$ cat config.mk
export PLATFORM = sky130hd
export DESIGN_NAME = pipeline_hazard_ctrl
export DESIGN_NICKNAME = d
export VERILOG_FILES = /design/src/rtl/pipeline_hazard_ctrl_pkg.sv /design/src/rtl/pipeline_hazard_ctrl_load_use_detect.sv /design/src/rtl/pipeline_hazard_ctrl.sv
export SDC_FILE = /design/constraint.sdc
export NUM_CORES = 1
export LEC_CHECK = 0
export CAP_MARGIN = 15
export CORE_MARGIN = 2
export CORE_UTILIZATION = 37
export CTS_CLUSTER_DIAMETER = 80
export DETAILED_ROUTE_END_ITERATION = 8
export PLACE_DENSITY = 0.89
export SYNTH_ARGS = -nofsm -noshare
export SYNTH_HDL_FRONTEND = slang
export SYNTH_SLANG_ARGS = --single-unit
$ cat constraint.sdc
create_clock -name clk -period 5.69 [get_ports clk]
set_clock_uncertainty 0.05 [all_clocks]
set_input_delay 1.4225 -clock clk [delete_from_list [all_inputs] [get_ports clk]]
set_output_delay 1.4225 -clock clk [all_outputs]
set_load 0.05 [all_outputs]
$ cat src/rtl/pipeline_hazard_ctrl_pkg.sv
// arm_pipe_pkg: shared hazard-controller types and constants for the 4-register ARM pipeline.
package arm_pipe_pkg;

    typedef enum logic [1:0] {
        RUN      = 2'd0,
        MEM_WAIT = 2'd1,
        FAULT    = 2'd2
    } hazard_state_e;

    localparam int          REG_ADDR_W_DEF = 4;
    localparam logic [3:0]  PC_REG         = 4'd15;

endpackage

$ cat src/rtl/pipeline_hazard_ctrl_load_use_detect.sv
// load_use_detect: flags an ID instruction reading the destination of a load still in EX.
module load_use_detect
    import arm_pipe_pkg::*;
#(
    parameter int REG_ADDR_W = REG_ADDR_W_DEF
) (
    input  logic [REG_ADDR_W-1:0] id_rn,
    input  logic [REG_ADDR_W-1:0] id_rm,
    input  logic                  id_uses_rn,
    input  logic                  id_uses_rm,
    input  logic [REG_ADDR_W-1:0] ex_rd,
    input  logic                  ex_mem_read,
    output logic                  load_use
);

    logic w_rn_hit;
    logic w_rm_hit;

    assign w_rn_hit = id_uses_rn & (id_rn == ex_rd);
    assign w_rm_hit = id_uses_rm & (id_rm == ex_rd);
    // A load into the PC is a branch, handled by the flush path rather than a stall
    assign load_use = ex_mem_read & (ex_rd != REG_ADDR_W'(PC_REG)) & (w_rn_hit | w_rm_hit);

endmodule

$ cat src/rtl/pipeline_hazard_ctrl.sv
// pipeline_hazard_ctrl: stall/flush sequencer driving PC and pipeline-register controls.
// Optional saturating stall/flush perf counters when PERF_COUNTERS_EN is defined.
module pipeline_hazard_ctrl
    import arm_pipe_pkg::*;
#(
    parameter int REG_ADDR_W  = REG_ADDR_W_DEF,
    parameter int MEM_TIMEOUT = 16,
    parameter int CNT_W       = 16
) (
    input  logic                  clk,
    input  logic                  reset,
    input  logic [REG_ADDR_W-1:0] id_rn,
    input  logic [REG_ADDR_W-1:0] id_rm,
    input  logic                  id_uses_rn,
    input  logic                  id_uses_rm,
    input  logic [REG_ADDR_W-1:0] ex_rd,
    input  logic                  ex_mem_read,
    input  logic                  branch_taken,
    input  logic                  mem_access,
    input  logic                  mem_ready,
    output logic                  pc_enable,
    output logic                  if_id_enable,
    output logic                  if_id_flush,
    output logic                  id_ex_bubble,
    output logic                  ex_mem_enable,
    output logic                  mem_wb_bubble,
    output logic                  mem_fault,
    output logic [CNT_W-1:0]      stall_cnt,
    output logic [CNT_W-1:0]      flush_cnt
);

    // r_wcnt counts freeze cycles already spent, so the last wait cycle is MEM_TIMEOUT-1
    localparam logic [7:0] LAST_WAIT = 8'(MEM_TIMEOUT - 1);

    hazard_state_e r_state;
    logic [7:0]    r_wcnt;
    logic          w_load_use;
    logic          w_freeze;
    logic          w_fault;
    logic          w_branch;
    logic          w_stall;

    load_use_detect #(.REG_ADDR_W(REG_ADDR_W)) u_load_use_detect (
        .id_rn       (id_rn),
        .id_rm       (id_rm),
        .id_uses_rn  (id_uses_rn),
        .id_uses_rm  (id_uses_rm),
        .ex_rd       (ex_rd),
        .ex_mem_read (ex_mem_read),
        .load_use    (w_load_use)
    );

    always_ff @(posedge clk) begin
        if (reset) begin
            r_state <= RUN;
            r_wcnt  <= '0;
        end else begin
            unique case (r_state)
                RUN: if (mem_access && !mem_ready) begin
                    r_state <= MEM_WAIT;
                    r_wcnt  <= 8'd1;
                end
                MEM_WAIT: if (mem_ready) begin
                    r_state <= RUN;
                    r_wcnt  <= '0;
                end else if (r_wcnt >= LAST_WAIT) begin
                    r_state <= FAULT;
                    r_wcnt  <= '0;
                end else begin
                    r_wcnt  <= r_wcnt + 8'd1;
                end
                FAULT: r_state <= RUN;
                default: begin
                    r_state <= RUN;
                    r_wcnt  <= '0;
                end
            endcase
        end
    end

    // Priority: freeze > branch flush > load-use; the release cycle of a wait decodes as RUN
    always_comb begin
        w_freeze = !reset && !mem_ready &&
                   ((r_state == MEM_WAIT) || (r_state == RUN && mem_access));
        w_fault  = !reset && (r_state == FAULT);
        w_branch = !reset && !w_fault && !w_freeze && branch_taken;
        w_stall  = !reset && !w_fault && !w_freeze && !branch_taken && w_load_use;
        pc_enable     = !(reset || w_freeze || w_stall);
        if_id_enable  = !(reset || w_freeze || w_stall);
        if_id_flush   = reset || w_fault || w_branch;
        id_ex_bubble  = reset || w_fault || w_branch || w_stall;
        ex_mem_enable = !(reset || w_freeze);
        mem_wb_bubble = reset || w_fault || w_freeze;
        mem_fault     = w_fault;
    end

`ifdef PERF_COUNTERS_EN
    logic [CNT_W-1:0] r_stall_cnt;
    logic [CNT_W-1:0] r_flush_cnt;

    always_ff @(posedge clk) begin
        if (reset) begin
            r_stall_cnt <= '0;
            r_flush_cnt <= '0;
        end else begin
            if (!pc_enable && !(&r_stall_cnt)) r_stall_cnt <= r_stall_cnt + CNT_W'(1);
            if (if_id_flush && !(&r_flush_cnt)) r_flush_cnt <= r_flush_cnt + CNT_W'(1);
        end
    end

    assign stall_cnt = r_stall_cnt;
    assign flush_cnt = r_flush_cnt;
`else
    assign stall_cnt = '0;
    assign flush_cnt = '0;
`endif

endmodule

==> out/metrics.yaml <==
status: "finished clean"
avgSynthCellArea_sq_um: 8.05
dieArea_sq_um: 2590
crit_top_cell: "clkdlybuf4s50_1"
critPathRequiredTime_ns: 4.22
grt_pass1_wl_mm: 2.36
peakVddDrop_mv: 0.134
die_y_um: 50.9
ios: 59
relSlewSlack: 0.665
netlist_top_cells_area: "buf_4 30%, dfxtp_1 25%, xor2_1 6.5%"
totalWireLength_mm: 1.53
rsz0062_at_grt: "no"
place_ws_ns: 0.364
slew_viol_final: 0
route.detailed.drc: 0
seqCellArea_sq_um: 200
synth_edf_count: 0
die_w_um: 50.9
area_growth_pct: 24.9
end_kind: "output port"
num_vias: 695
portBuffers: 26
start_util: 0.402
critPathMaxStageDelay_ns: 0.82
firstDrtPassIters: 4
synth_cell_types: 30
finalSetupTns_ns: 0
fillers: 196
fin_crit_sh: 0.936
tritoncts: "yes"
synth_warnings: 0
startpoint_type: "input port"
cts_buffers: 3
postRouteAntennaNets: 0
postCtsHoldBufs: 0
setup_viol: 0
netlist_area_sq_um: 813
nets: 151
netlist.area_leader.share: 0.305
hold_violations: 0
grt_overflow: 0
cts_max_path_buffers: 2
drive_above_1_share: 0.0620
hold_path.class: "reg -> reg"
tightest_slew_ns: 0.501
final_cell_count_no_fill: 156
post-synth-top-area-cell: "buf_4"
drt-vias-per-instance: 4.46
ys_ff_latch: 10
cts_setup_buffers: 0
multiInputGateArea_sq_um: 470
power_leakage_nw: 0.433
gp_congestion: 0.822
post_cts_resized: 0
antenna_found_initial: 0
fin_ws_ns: 0.363
clk_pin_slew_ns: 0.07
crit_fanout: 4
arrival_ns: 3.85
synth_common_cells: "33 x buf_4, 10 x dfxtp_1, 7 x a21oi_1, 6 x xor2_1"
rows: 16
ys.flop_type: "dfxtp_1"
htree_levels: 1
synthArstFlopShare: 0
synthCells: 101
cap_violations: 0
clock.fmax_ghz: 0.188
drtIter0Drc: 8
first_global_vias: 592
dp.cells: 152
yosysMostFrequentCell: "buf_4"
core_area_sq_um: 2020
critPathKind: "in -> out"
routedWlPerCell_um: 9.81
cpMaxStageDelayCell: "clkdlybuf4s50_1"
seq_area_frac_synth: 0.246
antenna_cells: 0
grt_max_degree: 11
hpwlAfterDp_mm: 1.30
cts_root_buf: "clkbuf_4"
cp_cell_sequence: "clkdlybuf4s50_1 > inv_1 > nand2_1 > a221o_1 > or4b_1 > o21bai_1 > clkdlybuf4s50_1"
power_density_nw_per_um2: 232
grt_usage: 0.119
clock_latency_ns: 0.27
cts.sinks: 10
post-route-min-period_ns: 5.33
flip-flops by register name (all words and copies together), names as in the netlist:
name and cells:
r_wcnt 8, r_state 2
cell usage in the layout (no fill, tap or decap), types with 4 or more instances in the layout:
cell	Yosys	final
xor2_1	6	6
nor2_1	4	4
conb_1	1	32
and2_1	4	4
clkdlybuf4s50_1	0	26
a21oi_1	7	7
nand3_1	4	4
dfxtp_1	10	10
through the flow:
stage	hold WS, ns	area, sq um	util	power, mW
after floorplan	0.380	930	-	0.165
after global placement	0.393	980	0.485	0.171
after detailed placement	0.405	980	0.485	0.172
after CTS	0.425	1020	0.502	0.237
after global routing	0.447	1020	0.502	0.245
final	0.420	1020	0.502	0.235
where the power goes:
group | switching, mW | internal [mW]
Combinational | 0.0726 | 0.0252
Clock | 0.0259 | 0.0389
Sequential | 0.00154 | 0.0712
final cells by class:
type / count / share of cell area
Clock buffer: 4 / 0.0357
Inverter: 2 / 0.00739
Multi-Input combinational cell: 86 / 0.463
Sequential cell: 10 / 0.197
Tap cell: 27 / 0.0333
Timing Repair Buffer: 27 / 0.264
final timing paths:
| check | slack (ns) | depth (start not counted) | endpoint | from |
|---|---|---|---|---|
| max | 0.36 | 7 | id_ex_bubble | mem_access |
| min | 0.42 | 1 | r_wcnt[7] | r_wcnt[7] |
| max reg2reg | 4.03 | 4 | r_wcnt[3] | r_wcnt[4] |
| min reg2reg | 0.42 | 1 | r_wcnt[7] | r_wcnt[7] |
kinds of logic (layout without fill, tap and decap cells):
group / count (synthesis) / after routing / share of synthesized area
buffers and inverters: 36 / 33 / 0.318
other: 1 / 32 / 0.00461
DFF: 10 / 10 / 0.246
adders and majority gates: 1 / 1 / 0.0154
AOI/OAI and AO/OA: 17 / 17 / 0.128
and+or+nand+nor: 28 / 28 / 0.202
xor gates and xnor gates: 8 / 8 / 0.0862
layer usage:
layer  part of all wire  up-vias  wire length, um  global-route usage
met5                  0        -                0                   0
met4              0.020        0               31              0.0676
met3               0.10        5              157              0.0292
met2               0.47       42              722               0.200
met1               0.40      311              617               0.136
li1                   -      337                -                   -
worst max-delay path: cells and delay by family:
kind                   cells  cell delay, ns
AO/OA/AOI/OAI              2            0.45
buffers and inverters      3            1.41
AND/OR/NAND/NOR            2            0.57
No activity file was read; power rests on OpenSTA's default activity.
